<file path="config.mk">
export PLATFORM = sky130hd
export DESIGN_NAME = mdl_pgaccess_seq
export DESIGN_NICKNAME = d
export VERILOG_FILES = /design/src/rtl/pgseq_pkg.sv /design/src/rtl/mdl_pgserial_cmp.sv /design/src/rtl/mdl_pgaccess_seq.sv
export SDC_FILE = /design/constraint.sdc
export NUM_CORES = 1
export LEC_CHECK = 0
export ABC_AREA = 1
export BUFFER_PORTS_ARGS = -buffer_cell sky130_fd_sc_hd__buf_2
export CAP_MARGIN = 20
export CORE_MARGIN = 10
export CORE_UTILIZATION = 53
export DETAILED_ROUTE_END_ITERATION = 8
export PLACE_DENSITY = 0.86
export SLEW_MARGIN = 10
export SYNTH_ARGS = -nofsm -noshare
export SYNTH_HDL_FRONTEND = slang
export SYNTH_SLANG_ARGS = --single-unit
</file>
<file path="constraint.sdc">
create_clock -name i_MCLK -period 1.6 [get_ports i_MCLK]
set_input_delay 0.16 -clock i_MCLK [delete_from_list [all_inputs] [get_ports i_MCLK]]
set_output_delay 0.16 -clock i_MCLK [all_outputs]
set_load 0.005 [all_outputs]
</file>
<file path="src/rtl/pgseq_pkg.sv">
// Shared types and constants for the bubble-memory page access sequencer.
package pgseq_pkg;

  localparam int unsigned PG_W_DEF    = 12;
  localparam int unsigned ROT_STEPS   = 20;
  localparam int unsigned RESULT_STEP = 12;
  localparam int unsigned STEP_W      = 5;

  typedef enum logic [1:0] {
    IDLE,
    LOAD,
    SCAN
  } state_e;

endpackage

</file>
<file path="src/rtl/mdl_pgserial_cmp.sv">
// Bit-serial invalid-page accumulator, LSB first.
// INVALPG_GTE_EN selects page >= limit (borrow chain); otherwise page == 0.
module mdl_pgserial_cmp (
  input  logic i_MCLK,
  input  logic i_RST,
  input  logic i_CLR,
  input  logic i_SHIFT_EN,
  input  logic i_PG_BIT,
  input  logic i_LIM_BIT,
  output logic o_INVALID_c
);

  logic acc_q;
  logic acc_d;

`ifndef INVALPG_GTE_EN
  logic unused_lim_bit;
  assign unused_lim_bit = i_LIM_BIT;
`endif

  // acc is the running borrow (GTE) or the OR of page bits seen so far
  always_comb begin
    acc_d = acc_q;
    if (i_CLR) begin
      acc_d = 1'b0;
    end else if (i_SHIFT_EN) begin
`ifdef INVALPG_GTE_EN
      acc_d = (~i_PG_BIT & i_LIM_BIT) | (~(i_PG_BIT ^ i_LIM_BIT) & acc_q);
`else
      acc_d = acc_q | i_PG_BIT;
`endif
    end
  end

  // Reflects the bit being shifted this cycle so the result can be latched on the same edge
  assign o_INVALID_c = ~acc_d;

  always_ff @(posedge i_MCLK or posedge i_RST) begin
    if (i_RST) acc_q <= 1'b0;
    else       acc_q <= acc_d;
  end

endmodule

</file>
<file path="src/rtl/mdl_pgaccess_seq.sv">
// Page access sequencer: accepts a request, steps a 20-phase active-low ring on the
// 2 MHz enable and serially checks the page. Optional macro: INVALPG_GTE_EN.
module mdl_pgaccess_seq
  import pgseq_pkg::*;
#(
  parameter int unsigned PG_W = PG_W_DEF
) (
  input  logic                 i_MCLK,
  input  logic                 i_RST,
  input  logic                 i_CLK2M_PCEN_n,
  input  logic                 i_REQ,
  input  logic [PG_W-1:0]      i_PAGE,
  input  logic [PG_W-1:0]      i_INVALPG,
  input  logic                 i_UMODE_n,
  output logic                 o_ACK,
  output logic                 o_BUSY,
  output logic [ROT_STEPS-1:0] o_ROT20_n,
  output logic                 o_PGREG_SR_LSB,
  output logic                 o_ACC_INVAL_n,
  output logic                 o_DONE
);

  state_e              state_q, state_d;
  logic [STEP_W-1:0]   step_q, step_d;
  logic                load_tick_q, load_tick_d;
  logic                ack_d, busy_d, done_d, inval_n_d;
  logic [ROT_STEPS-1:0] ring_d;
  logic                tick, accept, shift_en, invalid_c, lim_bit;
  logic [PG_W-1:0]     page_sr;

  assign tick           = ~i_CLK2M_PCEN_n;
  assign o_PGREG_SR_LSB = page_sr[0];

  // Next-state and registered-output decode
  always_comb begin
    state_d     = state_q;
    step_d      = step_q;
    load_tick_d = load_tick_q;
    ack_d       = 1'b0;
    done_d      = 1'b0;
    busy_d      = o_BUSY;
    ring_d      = o_ROT20_n;
    inval_n_d   = o_ACC_INVAL_n;
    accept      = 1'b0;
    shift_en    = 1'b0;
    unique case (state_q)
      IDLE: begin
        if (i_REQ) begin
          state_d     = LOAD;
          accept      = 1'b1;
          ack_d       = 1'b1;
          busy_d      = 1'b1;
          load_tick_d = 1'b0;
          inval_n_d   = 1'b1;
        end
      end
      LOAD: begin
        if (tick) begin
          if (load_tick_q) begin
            state_d     = SCAN;
            step_d      = '0;
            load_tick_d = 1'b0;
            ring_d      = ~ROT_STEPS'(1);
          end else begin
            load_tick_d = 1'b1;
          end
        end
      end
      SCAN: begin
        if (tick) begin
          shift_en = (step_q < STEP_W'(PG_W));
          if (step_q == STEP_W'(ROT_STEPS - 1)) begin
            state_d = IDLE;
            step_d  = '0;
            done_d  = 1'b1;
            busy_d  = 1'b0;
            ring_d  = '1;
          end else begin
            step_d = step_q + STEP_W'(1);
            ring_d = {o_ROT20_n[ROT_STEPS-2:0], o_ROT20_n[ROT_STEPS-1]};
            if (step_q == STEP_W'(RESULT_STEP - 1)) begin
              inval_n_d = ~(invalid_c & ~i_UMODE_n);
            end
          end
        end
      end
      default: state_d = IDLE;
    endcase
  end

  always_ff @(posedge i_MCLK or posedge i_RST) begin
    if (i_RST) begin
      state_q       <= IDLE;
      step_q        <= '0;
      load_tick_q   <= 1'b0;
      o_ACK         <= 1'b0;
      o_BUSY        <= 1'b0;
      o_DONE        <= 1'b0;
      o_ROT20_n     <= '1;
      o_ACC_INVAL_n <= 1'b1;
    end else begin
      state_q       <= state_d;
      step_q        <= step_d;
      load_tick_q   <= load_tick_d;
      o_ACK         <= ack_d;
      o_BUSY        <= busy_d;
      o_DONE        <= done_d;
      o_ROT20_n     <= ring_d;
      o_ACC_INVAL_n <= inval_n_d;
    end
  end

  // Page shift register: loaded on acceptance, shifted right LSB first
  always_ff @(posedge i_MCLK or posedge i_RST) begin
    if (i_RST)         page_sr <= '0;
    else if (accept)   page_sr <= i_PAGE;
    else if (shift_en) page_sr <= page_sr >> 1;
  end

`ifdef INVALPG_GTE_EN
  logic [PG_W-1:0] lim_sr;

  always_ff @(posedge i_MCLK or posedge i_RST) begin
    if (i_RST)         lim_sr <= '0;
    else if (accept)   lim_sr <= i_INVALPG;
    else if (shift_en) lim_sr <= lim_sr >> 1;
  end

  assign lim_bit = lim_sr[0];
`else
  logic unused_invalpg;
  assign unused_invalpg = ^i_INVALPG;
  assign lim_bit        = 1'b0;
`endif

  mdl_pgserial_cmp u_cmp (
    .i_MCLK      (i_MCLK),
    .i_RST       (i_RST),
    .i_CLR       (accept),
    .i_SHIFT_EN  (shift_en),
    .i_PG_BIT    (page_sr[0]),
    .i_LIM_BIT   (lim_bit),
    .o_INVALID_c (invalid_c)
  );

endmodule

</file>
Word-level counts from Yosys, hierarchy flattened
Index checks and enable logic that the tools add are counted.

storage, ports and cells
  bits of input ports = 29
  logic and storage cells = 77
  register bits after elaboration = 45
  output and inout port bits = 25

cells by class
  equality and inequality tests = 11
  reductions and logical operators = 10
  bitwise logic cells = 5
  mux-type cells = 39
  $add $sub $neg = 1
  magnitude comparators = 1

operators by type and width
  cell                                                  number
  2-to-1 mux 20 bit                                     4
  one-hot mux 20 bit (2 select lines)                   1
  2-to-1 mux 12 bit                                     2
  2-to-1 mux 5 bit                                      4
  2-to-1 mux 1 bit                                      18
  != test 2 bit (second input constant)                 7
  2-to-1 mux 2 bit                                      5
  one-hot mux 5 bit (2 select lines)                    1
  AND reduction 5 bit                                   2
  AND reduction 4 bit                                   2
  nonzero test 2 bit                                    4
  one-hot mux 1 bit (2 select lines)                    3
  one-hot mux 2 bit (3 select lines)                    1
  adder 5 x 1 -> 5 bit (second input constant)          1
  equality test 5 x 4 -> 1 bit (second input constant)  1
  equality test 5 bit (second input constant)           1
  < comparator 5 x 4 -> 1 bit (second input constant)   1
  NOT 1 bit                                             3
  AND reduction 3 bit                                   1
  equality test 2 x 1 -> 1 bit (second input constant)  1
  equality test 2 bit (second input constant)           1
  zero test 2 bit                                       1
  bitwise AND 1 bit                                     1
  OR 1 bit                                              1

Longest topological paths before layout
Gate-level depths: netlist of the first run.

  depth in word-level cells = 12
  depth in mapped cells = 9
  gate-level depth less buffers = 9

Cells and area by module
Synthesis of the first run repeated with hierarchy kept, for this count alone.

unflattened totals
  cells, all modules = 308
  area, all modules = 2334.7 µm²

by module, submodules not included
  module            area an instance (µm²)  cells an instance  sequential area each (µm²)  instances
  mdl_pgaccess_seq  2278.4                  300                1127.3                      1
  mdl_pgserial_cmp  56.3                    8                  25.0                        1

Least setup slack after synthesis of the first run
OpenSTA, ideal clock, no wires.

  kind = register to register
  start = reg step_q[0]
  end = reg o_BUSY
  cell stages (with the launch flop) = 8
  data required time = 1.479 ns
  arrival = 1.325 ns
  setup slack = 0.154 ns
  library setup time = 0.121 ns
  period minus slack after synthesis = 1.446 ns
  path buffers = 1
  cell sequence = dfrtp_1 -> ha_1 -> nand2_1 -> nor3_4 -> inv_2 -> clkbuf_1 -> o21ai_1 -> nand2_1

on the way
  word-level cells in the longest chain between the ends = 3

ends and longest elaborated chain
  item                                  RTL line                 source
  from (decl)                           mdl_pgaccess_seq.sv:24   logic [STEP_W-1:0] step_q, step_d;
  from (signal assigned)                mdl_pgaccess_seq.sv:103  step_q <= step_d;
  equality test 5 bit                   mdl_pgaccess_seq.sv:72   if (step_q == STEP_W'(ROT_STEPS - 1)) begin
  != test 2 bit (no source line)        n/a
  AND reduction 4 bit (no source line)  n/a
  to (signal assigned)                  mdl_pgaccess_seq.sv:106  o_BUSY <= busy_d;
  to (decl)                             mdl_pgaccess_seq.sv:16   output logic o_BUSY,

Every way passes these cells.
A chain may end at the register's enable or synchronous reset.

Worst setup path in the final report of the first run
  start = reg step_q[0]
  end = reg o_ROT20_n[0]

on the way
  word-level cells in the longest chain between the ends = 4

ends and longest elaborated chain
  item                                 RTL line                 source
  equality test 5 bit                  mdl_pgaccess_seq.sv:72
  2-to-1 mux 20 bit                    mdl_pgaccess_seq.sv:72
  2-to-1 mux 20 bit                    mdl_pgaccess_seq.sv:70   if (tick) begin
  one-hot mux 20 bit (2 select lines)  mdl_pgaccess_seq.sv:46   unique case (state_q)
  to (signal assigned)                 mdl_pgaccess_seq.sv:108  o_ROT20_n <= ring_d;
  to (decl)                            mdl_pgaccess_seq.sv:17   output logic [ROT_STEPS-1:0] o_ROT20_n,

Every way passes these cells. The select of a mux whose other input is x is not followed.

==> summary.txt, run 1 <==
Run status
  – Status: finished clean

Critical path
  – Worst-path fanout max: 6
  – CP Capture Type: register
  – RR Startpoint: step_q[0]$_DFFE_PP0P_
  – CP startpoint kind: register
  – Crit path from: step_q[0]$_DFFE_PP0P_
  – Crit Path Class: reg2reg
  – Worst Path Arrival: 1660 ps
  – WP data required: 1810 ps

Clock tree
  – CTS sink count: between 40 and 50
  – CTS tree: yes
  – Worst-path clk slew: 80 ps
  – CTS Buf Count: 5
  – Clock Latency Late Sink: roughly 300 ps
  – Root Buffer: clkbuf_8
  – Clock tree buffer depth: 2
  – H-tree depth: 2

Routing
  – Via density: 5.257
  – Drt pass-1 iters: 5
  – Final wirelength: 4828 um
  – Wire per inst: 13.08 um
  – DRC violations left: 0
  – Remaining antenna violation count: 0
  – Via count: 1,940
  – Iter 0 DRT Violations: 183

Floorplan
  – I/O Pins: 54
  – Rows: 23
  – Die Y: 84.70 um
  – Die W: 84.70 um
  – Core ar.: 4029 um^2
  – Die ar.: 7173 um^2
  – Initial Utilization: 0.5506

Synthesis
  – Ys Warns: 0
  – Adder-cell share of the synthesized area: 0.005640
  – Synth Area in Compound Gates: 0.09757
  – Area share of xor/xnor cells in the synthesized design: 0.003948
  – Avg Inst Size Synth: 8.186 um^2
  – Yosys reg bits: 45
  – Cell Area, Synth: 2218 um^2
  – Top-area cell type share of the netlist area: 0.2707
  – Syn nets: 301
  – Yosys top cell by area: dfrtp_1
  – Post-synthesis cell count: 271
  – Post-Synth Simple-Gate Area: 0.2747
  – Multiplexer area fraction after synthesis: 0
  – Largest family of logic cells by synthesized area: simple AND/OR/NAND/NOR gates
  – Synth top area cells: dfrtp_1 (27%), dfstp_2 (25%), nand2_1 (13%)
  – Sequential share of the synthesized area: 0.5195
  – Synth unique cells: 23

Placed design
  – HPWL Detailed: approximately 3500 um
  – Area of placed instances: ~2500 um^2
  – Placer Congestion: just over 0.8
  – IO buf count: 41
  – Dpl cells: ~360

Global routing
  – Largest net degree at the start of global routing: 36
  – Initial antenna violation count: 0
  – Overflow after GRT: 0
  – First-pass GRT wire length: 8362 um
  – Gr usage total: 0.1376
  – Number of global-route vias before repair: between 1.5k and 2k

STA
  – Final setup vio count: 0
  – Slew margin rel.: 0.5495
  – Minimum clock period after layout: 1452 ps
  – Clock Skew: 9.163 ps
  – Fmax achieved: about 690 MHz
  – TNS Setup: 0 ps
  – Tcrit/Tclk final: 0.9078
  – RSZ-0062 raised after global routing: false
  – Final Slew Violations: 0
  – Worst slew pin tran: between 600 and 700 ps
  – Hold Fails Final Rpt: 0

Pwr
  – Tot Pwr: 4789 uW
  – Power density over the cells: 1836 nW/um^2
  – Pint: 2961 uW
  – Pleak: between 0.001 and 0.0015 uW
  – Seq pwr share: 0.442
  – Sw Ratio: 0.3817
  – Logic pwr share: 0.410
  – Worst VDD drop: 0.7547 mV
  – Switching Power: around 1800 uW
  – Clock network power share: 0.148

Finish
  – Fraction of layout cells with a size suffix above 1: 0.2853
  – Final std cells w/o fill: 369
  – Fill count: 337
  – Final instance area: 2609 um^2
  – P&R area growth vs syn: 17.60%
  – Antenna cells: 0
  – Fin nets: 348

Hold path
  – Hold_sp: i_PAGE[11]
  – Hold crit path type: in2reg

Run
  – Max-cap violations: 0
## cell families (layout without fill, tap and decap cells)
kind of cell	after synthesis	after routing
and+or+nand+nor	136	136
buffers and inverters	49	97
DFF	45	45
AOI/OAI and AO/OA	39	39
adders and majority gates	1	1
xor gates and xnor gates	1	1
## final timing paths
path / end / slack (ps) / cells after the start
max in group asynchronous: o_ROT20_n[17]$_DFFE_PP1P_ / 590 / 4
max: o_ROT20_n[0]$_DFFE_PP1P_ / 150 / 6
min in group asynchronous: o_ACK$_DFF_PP0_ / 420 / 3
min reg2reg: page_sr[11]$_DFFE_PP0P_ / 490 / 2
min: page_sr[11]$_DFFE_PP0P_ / 70 / 3
max reg2reg: o_ROT20_n[0]$_DFFE_PP1P_ / 150 / 6
## stage by stage
stage | hold WS [ps] | setup slack (ps) | util
floorplan | 276.6 | 154.2 | -
global placement | 202.1 | 69.26 | 0.6183
detailed placement | 203.5 | 31.01 | 0.6183
CTS | 73.16 | 122.5 | 0.6469
global route | 80.99 | 48.92 | 0.6475
finish | 71.56 | 147.6 | 0.6475
## registers in the layout, indices dropped and copies added (netlist names), 2 cells and up
name and cells:
o_ROT20_n 20, state_q 2, page_sr 12, step_q 5
## cells in the mapped netlist
cell type  instances
a21oi_1            6
a21oi_4            1
buf_2              7
buf_4              1
buf_6              3
clkbuf_1           1
dfrtp_1           24
dfstp_2           21
ha_1               1
inv_1             32
inv_2              5
nand2_1           74
nand2_2            3
nand3_1           40
nand4_1            1
nor2_1            11
nor2_4             3
nor3_1             3
nor3_4             1
o211ai_1           4
o21ai_0           24
o21ai_1            4
xor2_1             1
## routing by layer
layer | up-vias | routed length [um] | global-route usage
li1 | 954 | - | -
met1 | 912 | 2014 | 0.1633
met2 | 66 | 2303 | 0.2203
met3 | 8 | 437 | 0.04734
met4 | 0 | 73 | 0.05988
met5 | - | 0 | 0
## layout by cell type, fill, tap and decap left out, types with 2 or more instances in the layout
master / n
inv_2: 4
buf_4: 8
o21ai_1: 4
clkbuf_8: 6
nand2_2: 3
clkbuf_1: 2
nor2_4: 3
nand2_1: 74
dfstp_2: 21
nand3_1: 40
nor3_1: 3
o21ai_0: 24
buf_12: 2
dfrtp_1: 24
o211ai_1: 4
inv_1: 31
a21oi_1: 6
nor2_1: 11
buf_2: 41
## worst max-delay path, stage by stage, from the launching register on
cell,delay (ps)
dfrtp_1,430
ha_1,230
nand2_1,130
nor3_4,60
buf_4,170
o21ai_0,220
o21ai_0,130
## final cells by class
class,instances,area (um^2),area share
Inverter,37,141.4,0.05420
Clock buffer,8,90.09,0.03453
Tap cell,50,62.56,0.02398
Multi-Input combinational cell,177,847.1,0.3247
Timing Repair Buffer,52,315.3,0.1209
Sequential cell,45,1152,0.4417
## power groups by stage
stage	logic, uW	clock network (uW)	registers (uW)
floorplan	1310	0	2130
finish	1960	711	2120
detailed placement	1960	0	2140
global placement	1860	0	2130
global route	2260	776	2190
CTS	1990	728	2120
## repair_timing
action	CTS	global route
setup endpoints to repair	2	3
endpoints found under the hold margin	2	0
buffers inserted	2	0
resized for setup	0	2
hold buffers	1	0
pin swaps	1	0
Power figures use the tool's default switching activity.
==> run 2, diff against run 1 <==
--- a/config.mk
+++ b/config.mk
@@ -7,10 +7,10 @@
 export LEC_CHECK = 0
 export ABC_AREA = 1
-export BUFFER_PORTS_ARGS = -buffer_cell sky130_fd_sc_hd__buf_2
 export CAP_MARGIN = 20
 export CORE_MARGIN = 10
-export CORE_UTILIZATION = 53
+export CORE_UTILIZATION = 60
 export DETAILED_ROUTE_END_ITERATION = 8
-export PLACE_DENSITY = 0.86
+export DONT_BUFFER_PORTS = 1
+export PLACE_DENSITY = 0.83
 export SLEW_MARGIN = 10
 export SYNTH_ARGS = -nofsm -noshare
==> constraint.sdc (replaced) <==
create_clock -name i_MCLK -period 1.6 [get_ports i_MCLK]
set_input_delay 0.16 -clock i_MCLK [delete_from_list [all_inputs] [get_ports i_MCLK]]
set_output_delay 0.16 -clock i_MCLK [all_outputs]
set_load 0.1 [all_outputs]
==> summary.txt, run 2 (same netlist as run 1, synthesis figures left out) <==
Run status
  – Status: finished clean

Floorplan
  – I/O Pins: 54
  – Die W: about 81 um
  – Die ar.: about 6500 um^2
  – Die Y: 80.81 um
  – Initial Utilization: 0.6152
  – Rows: 22
  – Core ar.: between 3000 and 4000 um^2

STA
  – Tcrit/Tclk final: 0.9287
  – Fmax achieved: 673.0 MHz
  – RSZ-0062 raised after global routing: false
  – Worst slew pin tran: 539.1 ps
  – Minimum clock period after layout: 1486 ps
  – Final setup vio count: 0
  – Slew margin rel.: 0.6406
  – TNS Setup: 0 ps
  – Clock Skew: 7.966 ps
  – PnR worst setup slack: approximately 110 ps
  – Final Slew Violations: 0
  – Hold Fails Final Rpt: 0

Global routing
  – Overflow after GRT: 0
  – Gr usage total: 0.1445
  – First-pass GRT wire length: 7700 um
  – Largest net degree at the start of global routing: 46
  – Initial antenna violation count: 0
  – Number of global-route vias before repair: 1,774

Routing
  – Wire per inst: 13.37 um
  – DRC violations left: 0
  – Via count: 1,854
  – Iter 0 DRT Violations: 154
  – Final wirelength: 4705 um
  – Drt pass-1 iters: 4
  – Remaining antenna violation count: 0
  – Via density: 5.267

Clock tree
  – Root Buffer: clkbuf_8
  – Clock Latency Late Sink: 300 ps
  – CTS sink count: 45
  – Worst-path clk slew: 80 ps
  – H-tree depth: 2
  – CTS tree: yes
  – CTS Buf Count: 5
  – Clock tree buffer depth: 2

Critical path
  – CP dominant cell by count: inv_2
  – CP startpoint kind: register
  – CP Cell Sequence: inv_2 > nand2_1 > nor2_1 > inv_2 > nand2_2 > inv_2 > nand2_2 > o211ai_1
  – WP data required: around 1800 ps
  – Worst Path Arrival: 1660 ps
  – Crit-path slowest cell: dfrtp_1
  – CP max stage delay: 450 ps
  – CP delay by family, top: simple AND/OR/NAND/NOR gates
  – Crit Path Class: reg2reg
  – Worst-path fanout max: 14
  – CP Capture Type: register
  – CP bufs+invs: 3

Hold path
  – Hold crit path type: in2reg

Finish
  – Util after Layout: 0.7231
  – Biggest regs: o_ROT20_n x20, page_sr x12, step_q x5
  – Final std cells w/o fill: 352
  – Antenna cells: 0
  – Max reg flops: 20
  – Commonest non-fill, non-tap cell in the layout: nand2_1
  – Fin nets: about 330
  – P&R area growth vs syn: 17.54%
  – Fraction of layout cells with a size suffix above 1: 0.2500
  – Top reg by flops: o_ROT20_n
  – Most frequent cells in the layout: nand2_1 (74), nand3_1 (40), buf_4 (31)

Placed design
  – HPWL Detailed: 3303 um
  – Pre-CTS setup slack: -48.17 ps
  – Placer Congestion: ~0.86
  – IO buf count: 0
  – Dpl cells: 338

Run
  – Max-cap violations: 0
==> run 2: changes by cell type in the layout (fill, tap and decap cells not counted), sizes merged <==
cell / change
clkinv: +1
dlygate4sd3: +4
clkbuf: -1
buf: -19
==> run 2: final cells by class <==
cell class | instances | area (um^2)
Fill cell | 271 | 998.5
Timing Repair Buffer | 37 | 302.8
Clock buffer | 7 | 96.34
Inverter | 37 | 141.4
Sequential cell | 45 | 1152
Multi-Input combinational cell | 177 | 849.6
Clock inverter | 1 | 5.005
Tap cell | 48 | 60.06
==> run 2: final timing paths <==
kind                                          from                         to  slack (ps)  cells after the start
max                         state_q[1]$_DFFE_PP0P_     page_sr[0]$_DFFE_PP0P_         110                      8
min                                      i_PAGE[1]     page_sr[1]$_DFFE_PP0P_         0.9                      2
max reg2reg                 state_q[1]$_DFFE_PP0P_     page_sr[0]$_DFFE_PP0P_         110                      8
min reg2reg                page_sr[11]$_DFFE_PP0P_    page_sr[11]$_DFFE_PP0P_         490                      2
max in group asynchronous                    i_RST  o_ROT20_n[18]$_DFFE_PP1P_         780                      3
min in group asynchronous                    i_RST      step_q[2]$_DFFE_PP0P_         440                      3
==> run 2: through the flow <==
| stage | hold slack, ps | instance area, um^2 |
|---|---|---|
| floorplan | 276.6 | 2218 |
| global placement | 215.2 | 2444 |
| detailed placement | 212.0 | 2444 |
| CTS | 0.5894 | 2603 |
| global route | 2.591 | 2608 |
| finish | 0.9082 | 2608 |
==> run 2: repair_timing <==
| item | 4_1_cts | 5_1_grt |
|---|---|---|
| gates resized for setup | 0 | 4 |
| gates cloned | 0 | 0 |
| hold buffers | 5 | 0 |
| buffers inserted | 1 | 0 |
| endpoints found under the hold margin | 28 | 0 |
| setup endpoints to repair | 5 | 26 |
| pin swaps | 1 | 0 |
==> run 2: routing by layer <==
layer | routed length [um] | GRT usage | up-vias | part of all wire
li1 | - | - | 925 | -
met1 | 1996 | 0.1605 | 877 | 0.42
met2 | 2363 | 0.2564 | 45 | 0.50
met3 | 290 | 0.05077 | 7 | 0.062
met4 | 55 | 0.03979 | 0 | 0.012
met5 | 0 | 0 | - | 0
Power of run 2 is not shown: default switching activity piles up to over one toggle a cycle in this logic, so the estimate is an artifact.
==> run 3, diff against run 2 <==
Settings changed: CORE_UTILIZATION 60 to 56, PLACE_DENSITY 0.83 to 0.81.
Clock period 1.6 ns to 1.3 ns, I/O delays scaled along.
==> summary.txt, run 3 (same netlist as run 1, synthesis figures left out) <==
Clock tree
  – Root Buffer: clkbuf_8
  – CTS sink count: 45
  – Worst-path clk slew: 80 ps
  – H-tree depth: 2
  – Clock Latency Late Sink: 310 ps
  – CTS tree: yes
  – CTS Buf Count: 5
  – Clock tree buffer depth: 2

Global routing
  – Largest net degree at the start of global routing: 46
  – GR Util met1: 0.2077
  – Initial antenna violation count: 0
  – Number of global-route vias before repair: 2,214
  – Met3 Use GR: 0.04102
  – Gr usage total: 0.1803
  – Overflow after GRT: 0
  – Gr busiest metal: met2
  – First-pass GRT wire length: 10,610 um
  – Met2 usage: 0.3135

Critical path
  – Critical Path End: o_ROT20_n[0]$_DFFE_PP1P_
  – Worst-path fanout max: 6
  – CP startpoint kind: register
  – Worst Path Arrival: 1640 ps
  – Crit path from: step_q[0]$_DFFE_PP0P_
  – RR Startpoint: step_q[0]$_DFFE_PP0P_
  – R2R setup slack: -110 ps
  – CP max stage delay: 420 ps
  – R2R cell count: 6
  – Crit Path Class: reg2reg
  – CP Cell Sequence: ha_4 > nand2_4 > nor3_4 > buf_6 > o21ai_0 > o21ai_2
  – CP Capture Type: register
  – Worst R2R End: o_ROT20_n[0]$_DFFE_PP1P_
  – WP data required: 1530 ps
  – Crit-path slowest cell: dfrtp_1

Routing
  – Via density: 5.744
  – Iter 0 DRT Violations: 266
  – Drt pass-1 iters: 4
  – Final wirelength: 7228 um
  – Remaining antenna violation count: 0
  – DRC violations left: 0
  – Wire per inst: 18.30 um
  – Via count: 2,269

Finish
  – Biggest regs: o_ROT20_n x20, page_sr x12, step_q x5
  – Top reg by flops: o_ROT20_n
  – Commonest non-fill, non-tap cell in the layout: nand2_1
  – Final instance area: 3222 um^2
  – Max reg flops: 20
  – Fraction of layout cells with a size suffix above 1: 0.4323
  – Antenna cells: 0
  – Util after Layout: 0.8606
  – Most frequent cells in the layout: nand2_1 (61), buf_4 (49), nand3_1 (35)
  – Fill count: ~180
  – Fin nets: 376
  – P&R area growth vs syn: 45.23%

STA
  – Clock Skew: ~9.6 ps
  – Worst slew pin tran: 397.9 ps
  – Final setup vio count: 42
  – RSZ-0062 raised after global routing: true
  – Tcrit/Tclk final: 1.085
  – Slew margin rel.: 0.7319
  – PnR worst setup slack: -110.1 ps
  – TNS Setup: -3084 ps
  – Hold Fails Final Rpt: 0
  – Final Slew Violations: 0
  – Fmax achieved: 709.2 MHz
  – Minimum clock period after layout: 1410 ps

Floorplan
  – Core ar.: around 3700 um^2
  – Die Y: 82.94 um
  – Die W: 82.94 um
  – Initial Utilization: 0.5926
  – Die ar.: 6879 um^2
  – I/O Pins: 54
  – Rows: 22

Hold path
  – Hold crit path type: in2reg

Placed design
  – Pre-CTS setup slack: -97.22 ps
  – Placer Congestion: 0.8822
  – IO buf count: 0
  – Area of placed instances: 2630 um^2
  – HPWL Detailed: 3621 um

Run
  – Max-cap violations: 0

Run status
  – Status: finished with violations
  – Failing checks: setup timing
-- run 3: cell count changes in the layout (fill, tap and decap cells not counted), moves of 12 or more --
cell | previous run | this run
buf_4 | 31 | 49
buf_6 | 0 | 12
nand2_1 | 74 | 61
o21ai_0 | 24 | 3
o21ai_2 | 0 | 13
-- run 3: area by class of cell --
class	instances	area, um^2	share of cell area
flip-flops and latches	45	1155	0.3584
multi-input cells	177	1025	0.3181
repair buffers	80	753.2	0.2338
inverters	37	146.4	0.04544
clock buffers	6	72.57	0.02252
well taps	48	60.06	0.01864
clock inverters	2	10.01	0.003107
-- run 3: what timing repair did --
| action | CTS | global route |
|---|---|---|
| gates resized for setup | 25 | 41 |
| cloned | 3 | 2 |
| setup buffers | 8 | 8 |
| endpoints found under the hold margin | 37 | 0 |
| endpoints found under the setup margin | 37 | 45 |
| pin swaps | 3 | 7 |
| hold buffers | 13 | 0 |
-- run 3: how the worst min path moves through the flow --
stage                                    endpoint  startpoint  slack [ps]  depth (start not counted)
after floorplan           page_sr[11]$_DFFE_PP0P_  i_PAGE[11]         250                          2
after global placement            o_ACK$_DFF_PP0_       i_RST          70                          2
after detailed placement   page_sr[5]$_DFFE_PP0P_       i_RST          80                          2
after CTS                  state_q[0]$_DFFE_PP0P_       i_REQ          40                          2
after global routing       state_q[0]$_DFFE_PP0P_       i_REQ          40                          2
final                      state_q[0]$_DFFE_PP0P_       i_REQ           8                          2
-- run 3: layer usage --
layer  wire [um]  up-vias
li1            -     1022
met2        3696      115
met1        2762     1102
met3         506       30
met4         263        0
met5           0        -
-- run 3: worst max-delay path, delay by kind of cell (launching register included) --
family | cells | cell delay [ps]
AND/OR/NAND/NOR | 2 | 140
adder cells (fa/ha/maj) | 1 | 190
flip-flops | 1 | 420
AO/OA/AOI/OAI | 2 | 440
buffers and inverters | 1 | 150
-- run 3: metrics by stage --
stage	cells	hold WS, ps
finish	395	7.777
global route	395	37.61
CTS	387	41.23
detailed placement	355	80.98
global placement	355	73.67
floorplan	271	246.6
Power of run 3 is left out for the same reason.
